$ cat src/rtl/ctrl_salto_pc_pkg.sv
// rtl/ctrl_salto_pc_pkg.sv - shared PC-path encodings, FSM states and transfer-kind helpers
package ctrl_salto_pc_pkg;

  localparam logic [1:0] SEL_BRANCH = 2'b00;
  localparam logic [1:0] SEL_J      = 2'b01;
  localparam logic [1:0] SEL_JR     = 2'b10;

  typedef enum logic {
    IDLE = 1'b0,
    WAIT = 1'b1
  } state_t;

  typedef enum logic [1:0] {
    K_BEQ = 2'd0,
    K_BNE = 2'd1,
    K_J   = 2'd2,
    K_JR  = 2'd3
  } kind_t;

  function automatic logic [1:0] kind_sel(input kind_t k);
    logic [1:0] s;
    case (k)
      K_J:     s = SEL_J;
      K_JR:    s = SEL_JR;
      default: s = SEL_BRANCH;
    endcase
    return s;
  endfunction

  function automatic logic kind_taken(input kind_t k, input logic eq);
    logic t;
    case (k)
      K_BEQ:   t = eq;
      K_BNE:   t = ~eq;
      default: t = 1'b1;
    endcase
    return t;
  endfunction

endpackage

$ cat src/rtl/ctrl_salto_pc_sat_counter.sv
// rtl/ctrl_salto_pc_sat_counter.sv - saturating up-counter with freeze
module ctrl_salto_pc_sat_counter #(
  parameter int CNT_W = 16
) (
  input  logic             clk,
  input  logic             reset,
  input  logic             inc_i,
  input  logic             freeze_i,
  output logic [CNT_W-1:0] count_o
);

  logic [CNT_W-1:0] count_q, count_d;

  always_comb begin
    count_d = count_q;
    if (inc_i && !freeze_i && !(&count_q)) begin
      count_d = count_q + 1'b1;
    end
  end

  always_ff @(posedge clk) begin
    if (reset) begin
      count_q <= '0;
    end else begin
      count_q <= count_d;
    end
  end

  assign count_o = count_q;

endmodule

$ cat src/rtl/ctrl_salto_pc.sv
// rtl/ctrl_salto_pc.sv - ID-stage branch/jump sequencer: PC select, IF/ID flush, rs-hazard stall
module ctrl_salto_pc
  import ctrl_salto_pc_pkg::*;
#(
  parameter int MAX_WAIT = 3,
  parameter int CNT_W    = 16
) (
  input  logic             clk,
  input  logic             reset,
  input  logic             valid_id,
  input  logic             branch_eq,
  input  logic             branch_ne,
  input  logic             jump,
  input  logic             jump_reg,
  input  logic             regs_equal,
  input  logic             rs_pending,
  input  logic             stall_ext,
  output logic [1:0]       sel_dire_salto,
  output logic             take_jump,
  output logic             flush_if_id,
  output logic             stall_pc,
  output logic             stall_if_id,
  output logic [CNT_W-1:0] taken_cnt,
  output logic             hazard_err
);

  localparam logic [3:0] MAX_W = 4'(MAX_WAIT);

  state_t     state_q, state_d;
  kind_t      kind_q, kind_d;
  logic [3:0] wait_cnt_q, wait_cnt_d;
  logic [1:0] sel_q, sel_d;
  logic       hazard_q, hazard_d;

  kind_t      dec_kind, res_kind;
  logic       xfer, needs_rs, resolve, taken, stall;

  always_comb begin
    if (jump_reg)       dec_kind = K_JR;
    else if (jump)      dec_kind = K_J;
    else if (branch_eq) dec_kind = K_BEQ;
    else                dec_kind = K_BNE;
  end

  assign xfer     = valid_id & (jump_reg | jump | branch_eq | branch_ne);
  assign needs_rs = (dec_kind != K_J);

  always_comb begin
    state_d    = state_q;
    kind_d     = kind_q;
    wait_cnt_d = wait_cnt_q;
    hazard_d   = hazard_q;
    resolve    = 1'b0;
    res_kind   = kind_q;
    stall      = 1'b0;
    if (reset) begin
      resolve = 1'b0;
    end else if (stall_ext) begin
      // Global freeze: hold everything; the ID instruction is re-seen when released.
      stall = 1'b1;
    end else begin
      case (state_q)
        IDLE: begin
          if (xfer && needs_rs && rs_pending) begin
            state_d    = WAIT;
            kind_d     = dec_kind;
            wait_cnt_d = 4'd1;
            stall      = 1'b1;
          end else if (xfer) begin
            resolve  = 1'b1;
            res_kind = dec_kind;
          end
        end
        WAIT: begin
          if (!rs_pending) begin
            resolve    = 1'b1;
            state_d    = IDLE;
            wait_cnt_d = 4'd0;
          end else if (wait_cnt_q >= MAX_W) begin
            // Operand never arrived: resolve on the stale comparator and flag it.
            hazard_d   = 1'b1;
            resolve    = 1'b1;
            state_d    = IDLE;
            wait_cnt_d = 4'd0;
          end else begin
            stall      = 1'b1;
            wait_cnt_d = wait_cnt_q + 4'd1;
          end
        end
        default: state_d = IDLE;
      endcase
    end
  end

  assign taken = resolve & kind_taken(res_kind, regs_equal);

  always_comb begin
    sel_d = sel_q;
    if (resolve) begin
      sel_d = kind_sel(res_kind);
    end
  end

  always_ff @(posedge clk) begin
    if (reset) begin
      state_q    <= IDLE;
      kind_q     <= K_BEQ;
      wait_cnt_q <= 4'd0;
      sel_q      <= SEL_BRANCH;
      hazard_q   <= 1'b0;
    end else begin
      state_q    <= state_d;
      kind_q     <= kind_d;
      wait_cnt_q <= wait_cnt_d;
      sel_q      <= sel_d;
      hazard_q   <= hazard_d;
    end
  end

  ctrl_salto_pc_sat_counter #(
    .CNT_W (CNT_W)
  ) u_taken_cnt (
    .clk      (clk),
    .reset    (reset),
    .inc_i    (taken),
    .freeze_i (stall_ext),
    .count_o  (taken_cnt)
  );

  assign sel_dire_salto = reset ? SEL_BRANCH : sel_d;
  assign take_jump      = taken;
  assign flush_if_id    = taken;
  assign stall_pc       = stall;
  assign stall_if_id    = stall;
  assign hazard_err     = hazard_q;

endmodule

$ cat config.mk
export PLATFORM = sky130hd
export DESIGN_NAME = ctrl_salto_pc
export DESIGN_NICKNAME = d
export VERILOG_FILES = /design/src/rtl/ctrl_salto_pc_pkg.sv /design/src/rtl/ctrl_salto_pc_sat_counter.sv /design/src/rtl/ctrl_salto_pc.sv
export SDC_FILE = /design/constraint.sdc
export NUM_CORES = 1
export LEC_CHECK = 0
export ABC_AREA = 1
export CAP_MARGIN = 10
export CELL_PAD_IN_SITES_DETAIL_PLACEMENT = 1
export CELL_PAD_IN_SITES_GLOBAL_PLACEMENT = 1
export CORE_MARGIN = 2
export CORE_UTILIZATION = 40
export DETAILED_ROUTE_END_ITERATION = 6
export PLACE_DENSITY_LB_ADDON = 0.15
export SYNTH_ARGS = -nofsm -noshare
export SYNTH_HDL_FRONTEND = slang
export SYNTH_SLANG_ARGS = --single-unit
$ cat constraint.sdc
create_clock -name clk -period 3.48 [get_ports clk]
set_clock_uncertainty 0.2 [all_clocks]
set_input_delay 0.522 -clock clk [delete_from_list [all_inputs] [get_ports clk]]
set_output_delay 0.522 -clock clk [all_outputs]
set_load 0.005 [all_outputs]
==> results.toml <==
[worst_setup_path]
cp_slowest_cell = "clkdlybuf4s50_1"
critPathKind = "in -> out"
r2r-start = "u_taken_cnt.count_o[0]"
worstPathMaxFanout = 4
arrival_ps = 2550
crit_top_cell = "nand2_2"
path_delay_family = "buffers and inverters"
critPathBufInv = 2
crit_start = "jump"
start_kind = "input port"
path_cells = "clkdlybuf4s50_1, nor2_2, nand2_2, nand2_2, nor2_2, nor2_4, nand3_2, nand2_2, nand2_1, a21oi_1, clkdlybuf4s50_1"
max_stage_delay_ps = 540
crit_path_end_kind = "output pin"
required_ps = 2760

[global_route]
use_met2 = 0.3017
gr-usage-met3 = 0.03409
antenna_found_initial = 0
grt_start_max_net_pins = 21
grt.overflow.total = 0
grt-busiest-layer = "met2"
grt_pass1_vias = 1464
grt_usage = 0.1954
grt_pass1_wl_um = 7044
use_met1 = 0.2860

[placed_design]
dp.cells = 299
port_buffers = 32
place.gp.congestion = 0.7940
post-dp-hpwl_um = 3228

[floorplanning]
die_y_um = 68.86
dieArea_mm2 = 0.004742
start_util = 0.4177
dieWidth_um = 68.86
pin_count = 33
core-area_mm2 = 0.004029
rows = 23

[synthesis]
synth.most_common_cell = "nand2_1"
synth_area_leaders = "dfxtp_1 31%, nand2_1 7.4%, nand4_1 6.3%"
ys_seq_elements = 26
async_flop_share = 0
synth_top_family_by_area = "simple AND/OR/NAND/NOR gates"
synth-compound-area-share = 0.1249
synth_ff_type = "dfxtp_1"
synth-simple-area-share = 0.3941
synth.largest_area_cell = "dfxtp_1"
synth_top_area_frac = 0.3093
synth_warnings = 0
synth_xor_area_frac = 0.06766
synthAdderAreaFrac = 0.01487
synth_nets = 234
synth_common_cells = "33 x nand2_1, 26 x dfxtp_1, 20 x inv_1, 17 x nand4_1, 17 x nor2_1"
postSynthCellCount = 222
yosysSeqAreaShare = 0.3093
syn_area_mm2 = 0.001683
syn_avg_cell_area_um2 = 7.580
synth_edf_count = 0
synth_mux_area_frac = 0
yosysUniqueCellTypes = 36

[cts]
root_buffer = "clkbuf_8"
post_cts.repair.setup_buffers = 0
cts_hold_buf = 0
worstSkewPairLatency_ps = 280
cts_max_level = 1
cts_buffer_depth = 2
cts_inserted_buffers = 3
clock_sinks = 26
cts_tree = "yes"
clkSlewWorstSetupHoldPaths_ps = 80
cts_resized = 0

[sta]
setup_tns_ps = 0
setup_violations = 0
tightestPinTransition_ps = 372.3
finalCriticalPeriod_ps = 3274
fmaxAchievable_mhz = 305.5
slew_viol_final = 0
hold_viol_final = 0
post-route-period-util = 0.9407
rsz0062_at_grt = "false"
relSlewSlack = 0.7495

[detailed_routing]
vias = 1564
firstDrtPassIters = 4
initialDrtViolationCount = 44
ant_nets = 0
viasPerCell = 5.162
drcViolationCount = 0
routedWlPerCell_um = 13.91
wl_um = 4215

[status]
status = "complete, no violations"

[hold_path]
min_from = "wait_cnt_q[2]"
min_path_type = "reg -> reg"

[job]
max-cap-violations = 0

[power]
power.total_uw = 601.8
cellLeakagePower_nw = 0.7615
pwr-share-comb = 0.158
p_clk_frac = 0.330
ir_drop_mv = 0.2811
switching_share = 0.2632
power_density_mw_per_mm2 = 288.9
power_frac_seq = 0.512
p_int_uw = 443.5
p_switching_uw = 158.4

[final_layout]
n_antenna_cell = 0
layout-drive-gt1-share = 0.1937
final_cells = 303
area_growth_pct = 23.79
nets = 266
[power by group through the flow]
stage,Sequential (mW),Combinational [mW],Clock [mW]
after floorplan,0.314,0.0613,0
after global placement,0.315,0.0934,0
after detailed placement,0.315,0.0958,0
after CTS,0.308,0.0962,0.207
after global routing,0.309,0.106,0.215
final,0.308,0.0951,0.199
[logic make-up after synthesis]
logic type	count (synthesis)
and+or+nand+nor	118
AOI/OAI and AO/OA	32
buffers and inverters	31
DFF	26
xor gates and xnor gates	13
adders and majority gates	2
[tightest hold or removal path, cell delays in order, from the launching register on]
cell     delay, ps
dfxtp_1        320
nand2_1         60
nor2_1          40
[layout make-up]
cell class	instances	area, um^2
fill	507	1946
multi-input combinational	165	1012
sequential	26	520.5
timing repair buffer	36	350.3
inverter	22	82.58
tap	50	62.56
clock buffer	4	55.05
[registers in the layout, summed over array words and instances (netlist names)]
register             cells
u_taken_cnt.count_o     16
wait_cnt_q               4
kind_q                   2
sel_q                    2
hazard_err               1
state_q                  1
[per-stage QoR]
stage | setup WS, ps | util | hold slack [ps] | area, um^2
floorplan | 1052 | - | 224.4 | 1683
global placement | 265.8 | 0.5034 | 237.9 | 2028
detailed placement | 175.4 | 0.5034 | 242.2 | 2028
CTS | 168.0 | 0.5171 | 255.4 | 2083
global route | 39.35 | 0.5171 | 275.9 | 2083
finish | 206.2 | 0.5171 | 249.7 | 2083
[per-layer routing]
| layer | up-vias | share of wire | routed length (um) |
|---|---|---|---|
| met5 | - | 0 | 0 |
| met3 | 4 | 0.033 | 138 |
| met1 | 728 | 0.54 | 2276 |
| met4 | 0 | 0.0064 | 27 |
| met2 | 25 | 0.42 | 1773 |
| li1 | 807 | - | - |
[placed cells by master (no fill, tap or decap), types with 4 or more instances in the layout]
cell and n:
a21oi_1 9, a21oi_2 10, a31oi_1 4, buf_4 4, clkbuf_8 4, clkdlybuf4s50_1 32
dfxtp_1 26, inv_1 20, nand2_1 33, nand2_2 14, nand3_1 12, nand4_1 17
nor2_1 17, nor2_2 6, nor3_1 5, o21ai_0 4, xnor2_1 4, xor2_1 9
[path summary, 6_finish.rpt]
check,endpoint,slack (ps),cells after the start
worst min register to register,wait_cnt_q[2],250,2
worst max register to register,u_taken_cnt.count_o[14],1080,9
worst max-delay path,sel_dire_salto[0],210,11
worst min-delay path,wait_cnt_q[2],250,2
No activity file was read; power rests on OpenSTA's default activity.
